## config.mk

```make
export PLATFORM = sky130hd
export DESIGN_NAME = firc_out_buf
export DESIGN_NICKNAME = d
export VERILOG_FILES = /design/src/rtl/firc_out_buf.sv
export SDC_FILE = /design/constraint.sdc
export NUM_CORES = 1
export LEC_CHECK = 0
export ABC_CLOCK_PERIOD_IN_PS = 11550
export CAP_MARGIN = 0
export CORE_AREA = 2 2 208 210
export CTS_CLUSTER_SIZE = 10
export DETAILED_ROUTE_END_ITERATION = 10
export DIE_AREA = 0 0 210 212
export PLACE_DENSITY_LB_ADDON = 0.15
export SLEW_MARGIN = 0
export SYNTH_ARGS = -nofsm -noshare
export SYNTH_HDL_FRONTEND = slang
export SYNTH_SLANG_ARGS = --single-unit
export TNS_END_PERCENT = 10
```

## constraint.sdc

```tcl
create_clock -name Clk -period 11.55 [get_ports Clk]
set_clock_uncertainty 0.2 [all_clocks]
set_input_delay 2.31 -clock Clk [delete_from_list [all_inputs] [get_ports Clk]]
set_output_delay 2.31 -clock Clk [all_outputs]
set_load 0.02 [all_outputs]
```

## src/rtl/firc_out_buf.sv

```systemverilog
// firc_out_buf: output stage behind the complex FIR (firc).
// Each FI/FQ result is rounded half-up and shifted right by SHIFT, then fitted to OW bits.
// The fitted pair is buffered in a DEPTH-entry FIFO that drains under PushOut/StopOut flow control.
// firc cannot be stalled, so a write that meets a full FIFO is dropped and counted in DropCnt.
// Build option FIRC_OUT_SAT_EN:
//   defined   -> an out-of-range rounded value saturates to the OW limits.
//   undefined -> an out-of-range rounded value wraps to its low OW bits.
// Ovf is sticky and is flagged in both builds.
module firc_out_buf #(
  parameter int IW    = 32,
  parameter int OW    = 16,
  parameter int SHIFT = 16,
  parameter int DEPTH = 8
) (
  input  logic                     Clk,
  input  logic                     Reset,
  input  logic                     PushIn,
  input  logic [IW-1:0]            FI,
  input  logic [IW-1:0]            FQ,
  input  logic                     StopOut,
  output logic                     PushOut,
  output logic [OW-1:0]            OutI,
  output logic [OW-1:0]            OutQ,
  output logic [$clog2(DEPTH):0]   Level,
  output logic [7:0]               DropCnt,
  output logic                     Ovf
);

  localparam int AW = $clog2(DEPTH);
  localparam int XW = IW + 1;
  localparam logic signed [XW-1:0] HALF = {{(XW-1){1'b0}}, 1'b1} << (SHIFT - 1);
  localparam logic [AW:0] FULL_LVL = (AW + 1)'(DEPTH);
  localparam logic [AW:0] ZERO_LVL = {(AW + 1){1'b0}};

  // Sign-extend by one bit so that adding the rounding constant can never overflow.
  function automatic logic signed [XW-1:0] roundShift(input logic [IW-1:0] x);
    logic signed [XW-1:0] sum;
    sum = $signed({x[IW-1], x}) + HALF;
    return sum >>> SHIFT;
  endfunction

  // A value fits in OW signed bits only when every bit above OW-1 equals the sign bit.
  function automatic logic outOfRange(input logic signed [XW-1:0] r);
    return !((&r[XW-1:OW-1]) || !(|r[XW-1:OW-1]));
  endfunction

  // Narrow a rounded value to OW bits.
  function automatic logic [OW-1:0] fitOut(input logic signed [XW-1:0] r);
`ifdef FIRC_OUT_SAT_EN
    logic [OW-1:0] y;
    if (!outOfRange(r)) begin
      y = r[OW-1:0];
    end else if (r[XW-1]) begin
      y = {1'b1, {(OW-1){1'b0}}};
    end else begin
      y = {1'b0, {(OW-1){1'b1}}};
    end
    return y;
`else
    return r[OW-1:0];
`endif
  endfunction

  logic signed [XW-1:0] rI;
  logic signed [XW-1:0] rQ;
  logic                 s1Valid;
  logic [OW-1:0]        s1I;
  logic [OW-1:0]        s1Q;
  logic [2*OW-1:0]      mem [DEPTH];
  logic [AW-1:0]        wrPtr;
  logic [AW-1:0]        rdPtr;
  logic                 pop;
  logic                 wrEn;
  logic                 drop;
  logic [2*OW-1:0]      headData;

  // Round both incoming components.
  always_comb begin
    rI = roundShift(FI);
    rQ = roundShift(FQ);
  end

  // Stage 1: register the fitted sample pair and its valid flag.
  always_ff @(posedge Clk or posedge Reset) begin
    if (Reset) begin
      s1Valid <= 1'b0;
      s1I     <= {OW{1'b0}};
      s1Q     <= {OW{1'b0}};
    end else begin
      s1Valid <= PushIn;
      if (PushIn) begin
        s1I <= fitOut(rI);
        s1Q <= fitOut(rQ);
      end
    end
  end

  // Sticky overflow flag, set alongside the stage-1 register.
  always_ff @(posedge Clk or posedge Reset) begin
    if (Reset) begin
      Ovf <= 1'b0;
    end else if (PushIn && (outOfRange(rI) || outOfRange(rQ))) begin
      Ovf <= 1'b1;
    end
  end

  // FIFO control. A pop frees a slot in the same cycle, so a write at full is accepted when a pop also occurs.
  always_comb begin
    pop  = (Level != ZERO_LVL) && !StopOut;
    wrEn = s1Valid && ((Level != FULL_LVL) || pop);
    drop = s1Valid && (Level == FULL_LVL) && !pop;
  end

  // FIFO storage. It is not reset: Level and the pointers determine which entries are valid.
  always_ff @(posedge Clk) begin
    if (wrEn) begin
      mem[wrPtr] <= {s1I, s1Q};
    end
  end

  // Pointers wrap modulo DEPTH. DEPTH is a power of 2, so natural overflow provides the wrap.
  always_ff @(posedge Clk or posedge Reset) begin
    if (Reset) begin
      wrPtr <= {AW{1'b0}};
      rdPtr <= {AW{1'b0}};
    end else begin
      if (wrEn) begin
        wrPtr <= wrPtr + AW'(1);
      end
      if (pop) begin
        rdPtr <= rdPtr + AW'(1);
      end
    end
  end

  // Occupancy counter: it is unchanged when a write and a pop coincide.
  always_ff @(posedge Clk or posedge Reset) begin
    if (Reset) begin
      Level <= ZERO_LVL;
    end else begin
      case ({wrEn, pop})
        2'b10:   Level <= Level + (AW + 1)'(1);
        2'b01:   Level <= Level - (AW + 1)'(1);
        default: Level <= Level;
      endcase
    end
  end

  // Count of dropped samples, holding at 255.
  always_ff @(posedge Clk or posedge Reset) begin
    if (Reset) begin
      DropCnt <= 8'd0;
    end else if (drop && (DropCnt != 8'hFF)) begin
      DropCnt <= DropCnt + 8'd1;
    end
  end

  // Read side. Outputs show the FIFO head, and read as zero while the FIFO is empty.
  always_comb begin
    PushOut = pop;
    if (Level != ZERO_LVL) begin
      headData = mem[rdPtr];
    end else begin
      headData = {(2*OW){1'b0}};
    end
    OutI = headData[2*OW-1:OW];
    OutQ = headData[OW-1:0];
  end

endmodule

```

### After elaboration in Yosys (flattened, before gate mapping)

Memories as Yosys holds them, arrays and structs flattened.
Cells that the tools add are included.

* flip-flop bits (word level): 52
* bits in latches: 0
* RAM bits: 256
* bits in read-only memories: 0
* bits of input ports: 68
* output and inout port bits: 46
* logic and storage cells: 47
* memories kept: 1

* $add $sub $neg: 7
* multiply operators: 0
* div/mod/pow operators: 0
* $lt $le $gt $ge: 0
* eq/ne operators: 5
* shift-type cells: 0
* mux-type cells: 4
* bitwise gates (word level): 0
* reduce and logical (&&, ||, !) cells: 22

Memory list
* mem: depth 8, width 32, rd ports 1, clocked after Yosys merged registers in 0, wr ports 1, line 69 `logic [2*OW-1:0] mem [DEPTH];`

Operators with widths (count)
* $add 32x17->33 const B: 2
* $mux 32: 1
* $add 8x1->8 const B: 1
* $ne 8x8->1 const B: 1
* $pmux 4 s2: 1
* $add 3x1->3 const B: 2
* $logic_and 1x1->1: 6
* $logic_not 1->1: 6
* $add 4x1->4 const B: 1
* $eq 4x4->1 const B: 1
* $logic_or 1x1->1: 4
* $ne 4x4->1 const B: 1
* $reduce_and 2->1: 2
* $reduce_bool 4->1: 1
* $reduce_or 2->1: 2
* $sub 4x1->4 const B: 1
* $eq 2x1->1 const B: 1
* $eq 2x2->1 const B: 1
* $mux 1: 2
* $reduce_bool 2->1: 1

### Depth between registers and ports, before layout

* depth in word-level cells: 7
* gate-level depth with buffers: 8
* depth with buffers taken out: 6

### Worst setup path before layout

Ideal clock, no wire load.

* path type: in2reg
* from: input StopOut
* to: memory mem[1][0] (netlist name), enable pin
* library setup time: 461 ps
* arrival time: 4968 ps
* required time: 10889 ps
* slack: 5921 ps
* stages: 3
* buffers on the path: 0
* cells stage by stage: a21boi_1 -> nand2_1 -> nor3_1

* longest elaborated chain between the ends: 6

RTL lines
* start: declaration: line 20 `input logic StopOut,`
* $logic_not 1->1: line 109 `pop = (Level != ZERO_LVL) && !StopOut;`
* $logic_and 1x1->1: line 109
* $logic_or 1x1->1: line 110 `wrEn = s1Valid && ((Level != FULL_LVL) || pop);`
* $logic_and 1x1->1: line 110
* $mux 1: line 116 `if (wrEn) begin`
* $mux 1 (implied by the code): line 117 `mem[wrPtr] <= {s1I, s1Q};`
* end: declaration: line 69

Every way passes these cells.

### Worst setup path after layout

* from: input StopOut
* to: output PushOut

* longest elaborated chain between the ends: 2

RTL lines
* $logic_not 1->1: line 109
* $logic_and 1x1->1: line 109
* end: declaration: line 21 `output logic PushOut,`

Every way passes these cells.

==> out/metrics.yaml <==
run_status:
  status: "completed"
clocking:
  clock_sinks: 308
  cts_root_buf: "clkbuf_16"
  worstSkewPairLatency_ns: 0.51
  cts_tree: "built"
  cts-buffers-inserted: 38
  post_cts_buffers: 0
  cts_hold_buf: 0
  cts_resized: 0
  cts-htree-levels: 2
  path_clk_slew_ns: 0.05
  cts_max_path_buffers: 3
critical_path:
  cpLargestDelayFamily: "buffers and inverters"
  crit_buf_inv: 2
  critical_path.startpoint_type: "input pin"
  slowest_delay_ns: 0.68
  critPathSlowestCell: "clkdlybuf4s50_1"
  crit_type: "in -> out"
  end_kind: "output port"
  arrival_ns: 4.03
  cpMostUsedCell: "clkdlybuf4s50_1"
  cp_data_required_time_ns: 9.04
  path_max_fanout: 11
  path_cells: "clkdlybuf4s50_1 > nor2_1 > clkdlybuf4s50_1"
pwr:
  swShare_pct: 31.4
  p_clk_share_pct: 28.5
  comb_power_share_pct: 31.2
  pwr-share-seq_pct: 40.4
  ir_worst_vdd_mv: 0.120
  power.density_mw_per_mm2: 250
  cellLeakagePower_uw: 0.00501
  p_sw_uw: 1190
  internal-power_uw: 2600
timing:
  rsz0062_at_grt: "false"
  fmaxAchievable_mhz: 153
  max_slew_margin_pct: 41.4
  slew_violations: 0
  tightest_slew_ns: 0.879
  min_period_ns: 6.54
  totalNegativeSetupSlack_ns: 0
  hold_viol_final: 0
  fin_crit_sh_pct: 56.7
  setup-violations-final: 0
placed_design:
  dp_hpwl_mm: 15.5
  routabilityCongestion: 0.721
  portBuffers: 83
die:
  start_util_pct: 29.4
  fp.dieH_um: 212
  rows: 76
  die_x_um: 210
  core_sq_mm: 0.0425
  io-pin-count: 114
  fp.dieArea_sq_mm: 0.0445
route:
  firstDrtPassIters: 4
  drc: 0
  wire_per_inst_um: 21.0
  final_antenna_net_count: 0
  dr.first_iter.drc_count: 365
  wl_mm: 29.2
  vias_per_cell: 4.69
  via_count: 6516
synthesis:
  yosysUniqueCellTypes: 37
  synthCells: 709
  ys_ff_latch: 308
  yosys_warnings: 0
  avgSynthCellArea_sq_um: 17.6
  syn_area_sq_mm: 0.0125
  syn_nets: 783
  synth_seq_area_share_pct: 71.9
layout:
  final_util_pct: 35.7
  area_growth_pct: 21.3
  seq_area_sq_mm: 0.00899
  diodes: 0
  fin_nets: 889
  nFillCells: 4003
  multiInputGateArea_sq_mm: 0.00338
  drive_above_1_share_pct: 17.6
global_route:
  grt_max_degree: 53
  overflow: 0
  grt_pass1_wl_mm: 44.4
  grt_use_total_pct: 13.3
  antenna_found_initial: 0
  grt_pass1_vias: 6931
hold_path:
  hold_path.class: "reg -> reg"
flow_run:
  cap_violations: 0
-- worst paths after layout --
| check | start | end | slack, ns | cells after the start |
|---|---|---|---|---|
| min | DropCnt[5] | DropCnt[5] | 0.29 | 1 |
| min in group asynchronous | Reset | DropCnt[2] | 2.18 | 3 |
| max in group asynchronous | Reset | rdPtr[0] | 8.33 | 3 |
| max reg2reg | Level[2] | mem[1][6] | 8.45 | 5 |
| min reg2reg | DropCnt[5] | DropCnt[5] | 0.29 | 1 |
| max | StopOut | PushOut | 5.01 | 3 |
-- logic make-up (layout without fill, tap and decap cells) --
| group | after synthesis | in the layout | synth area share [%] |
|---|---|---|---|
| multiplexers | 102 | 102 | 14.6 |
| adder cells (fa/ha/maj) | 6 | 6 | 0.601 |
| buffers and inverters | 41 | 175 | 1.47 |
| flip-flops | 308 | 308 | 71.9 |
| AND/OR/NAND/NOR | 161 | 161 | 6.26 |
| XOR/XNOR | 44 | 44 | 3.08 |
| AO/OA/AOI/OAI | 47 | 47 | 2.02 |
-- power by group through the flow --
stage	combinational (uW)	sequential, uW	clock [uW]
6_report	1180	1530	1080
5_1_grt	1280	1560	1160
4_1_cts	1220	1530	1110
3_5_place_dp	1220	1560	0
3_3_place_gp	1220	1550	0
2_1_floorplan	779	1480	0
-- state kept, by name (all words and copies together) (netlist names) --
name,count
s1Valid,1
s1Q,16
Ovf,1
mem,256
rdPtr,3
wrPtr,3
s1I,16
Level,4
DropCnt,8
-- metrics by stage --
step / area, sq um / cells / setup WS, ns / total power (uW) / hold WS (ns)
3_5_place_dp: 14000 / 1321 / 4.97 / 2780 / 0.289
3_3_place_gp: 14000 / 1321 / 4.99 / 2780 / 0.286
5_1_grt: 15200 / 1389 / 4.90 / 3990 / 0.325
4_1_cts: 15200 / 1389 / 4.97 / 3870 / 0.296
6_report: 15200 / 1389 / 5.01 / 3790 / 0.291
2_1_floorplan: 12500 / 709 / 5.92 / 2260 / 0.280
-- final cells by class --
class	instances	area share, %
Inverter	9	0.223
Tap cell	546	4.51
Sequential cell	308	59.3
Multi-Input combinational cell	360	22.3
Clock buffer	65	7.28
Clock inverter	3	0.140
Timing Repair Buffer	98	6.19
-- synth_stat cells --
| library cell | instances | area share (%) |
|---|---|---|
| o31a_1 | 1 | 0.070 |
| buf_1 | 9 | 0.27 |
| o211ai_1 | 1 | 0.060 |
| nand4_2 | 2 | 0.20 |
| inv_1 | 9 | 0.27 |
| a211oi_1 | 1 | 0.060 |
| buf_2 | 9 | 0.36 |
| and3_1 | 1 | 0.050 |
| buf_4 | 5 | 0.30 |
| a31oi_1 | 1 | 0.050 |
| ha_1 | 6 | 0.60 |
| nor3_1 | 13 | 0.52 |
| nor4b_4 | 1 | 0.19 |
| a21boi_1 | 1 | 0.060 |
| and4_1 | 2 | 0.14 |
| or3_1 | 1 | 0.050 |
| xor2_1 | 14 | 0.98 |
| nand2b_1 | 4 | 0.20 |
| or2_2 | 2 | 0.10 |
| mux4_2 | 64 | 12 |
| nor2_1 | 79 | 2.4 |
| nor4b_2 | 1 | 0.12 |
| o21ai_0 | 8 | 0.32 |
| clkbuf_1 | 9 | 0.27 |
| nand4_1 | 8 | 0.40 |
| xnor2_1 | 30 | 2.1 |
| a21oi_1 | 33 | 1.3 |
| o311a_1 | 1 | 0.080 |
| nand3_1 | 18 | 0.72 |
| dfrtp_1 | 52 | 10 |
| nor4_1 | 11 | 0.55 |
| mux2_2 | 5 | 0.45 |
| nand2_1 | 15 | 0.45 |
| mux2i_1 | 33 | 2.6 |
| and2_1 | 1 | 0.050 |
| edfxtp_1 | 256 | 62 |
| nor4b_1 | 2 | 0.14 |
-- placed cells by master (no fill, tap or decap), types with 2 or more instances in the layout --
cell	synthesis	layout
o21ai_0	8	8
inv_1	9	8
buf_4	5	15
mux2_2	5	5
mux4_2	64	64
nand3_1	18	18
nor3_2	0	2
nor2_1	79	73
ha_1	6	6
nor4_1	11	10
inv_6	0	2
clkbuf_16	0	39
a21oi_1	33	33
clkdlybuf4s50_1	0	82
dfrtp_2	0	2
edfxtp_1	256	256
clkbuf_8	0	3
xor2_1	14	14
nor3_1	13	11
xnor2_1	30	30
nand2b_1	4	4
clkbuf_1	9	23
or2_2	2	2
and4_1	2	2
dfrtp_1	52	49
nand2_1	15	15
nand4_2	2	2
nor4b_1	2	2
nand4_1	8	8
mux2i_1	33	33
nor2_4	0	6
-- routing by layer --
| layer | wire length, um | track usage (%) |
|---|---|---|
| met4 | 608 | 3.60 |
| met3 | 1060 | 1.99 |
| met5 | 0 | 0 |
| met2 | 13900 | 21.9 |
| met1 | 13700 | 18.6 |
-- worst reg2reg max path, cell delays in order (launching register included) --
cell and delay (ns):
dfrtp_1 0.56, nor4b_4 0.11, a21boi_1 0.38, nand2_1 0.31, nor3_2 0.60, buf_4 0.55
(Power assumes the default switching activity.)
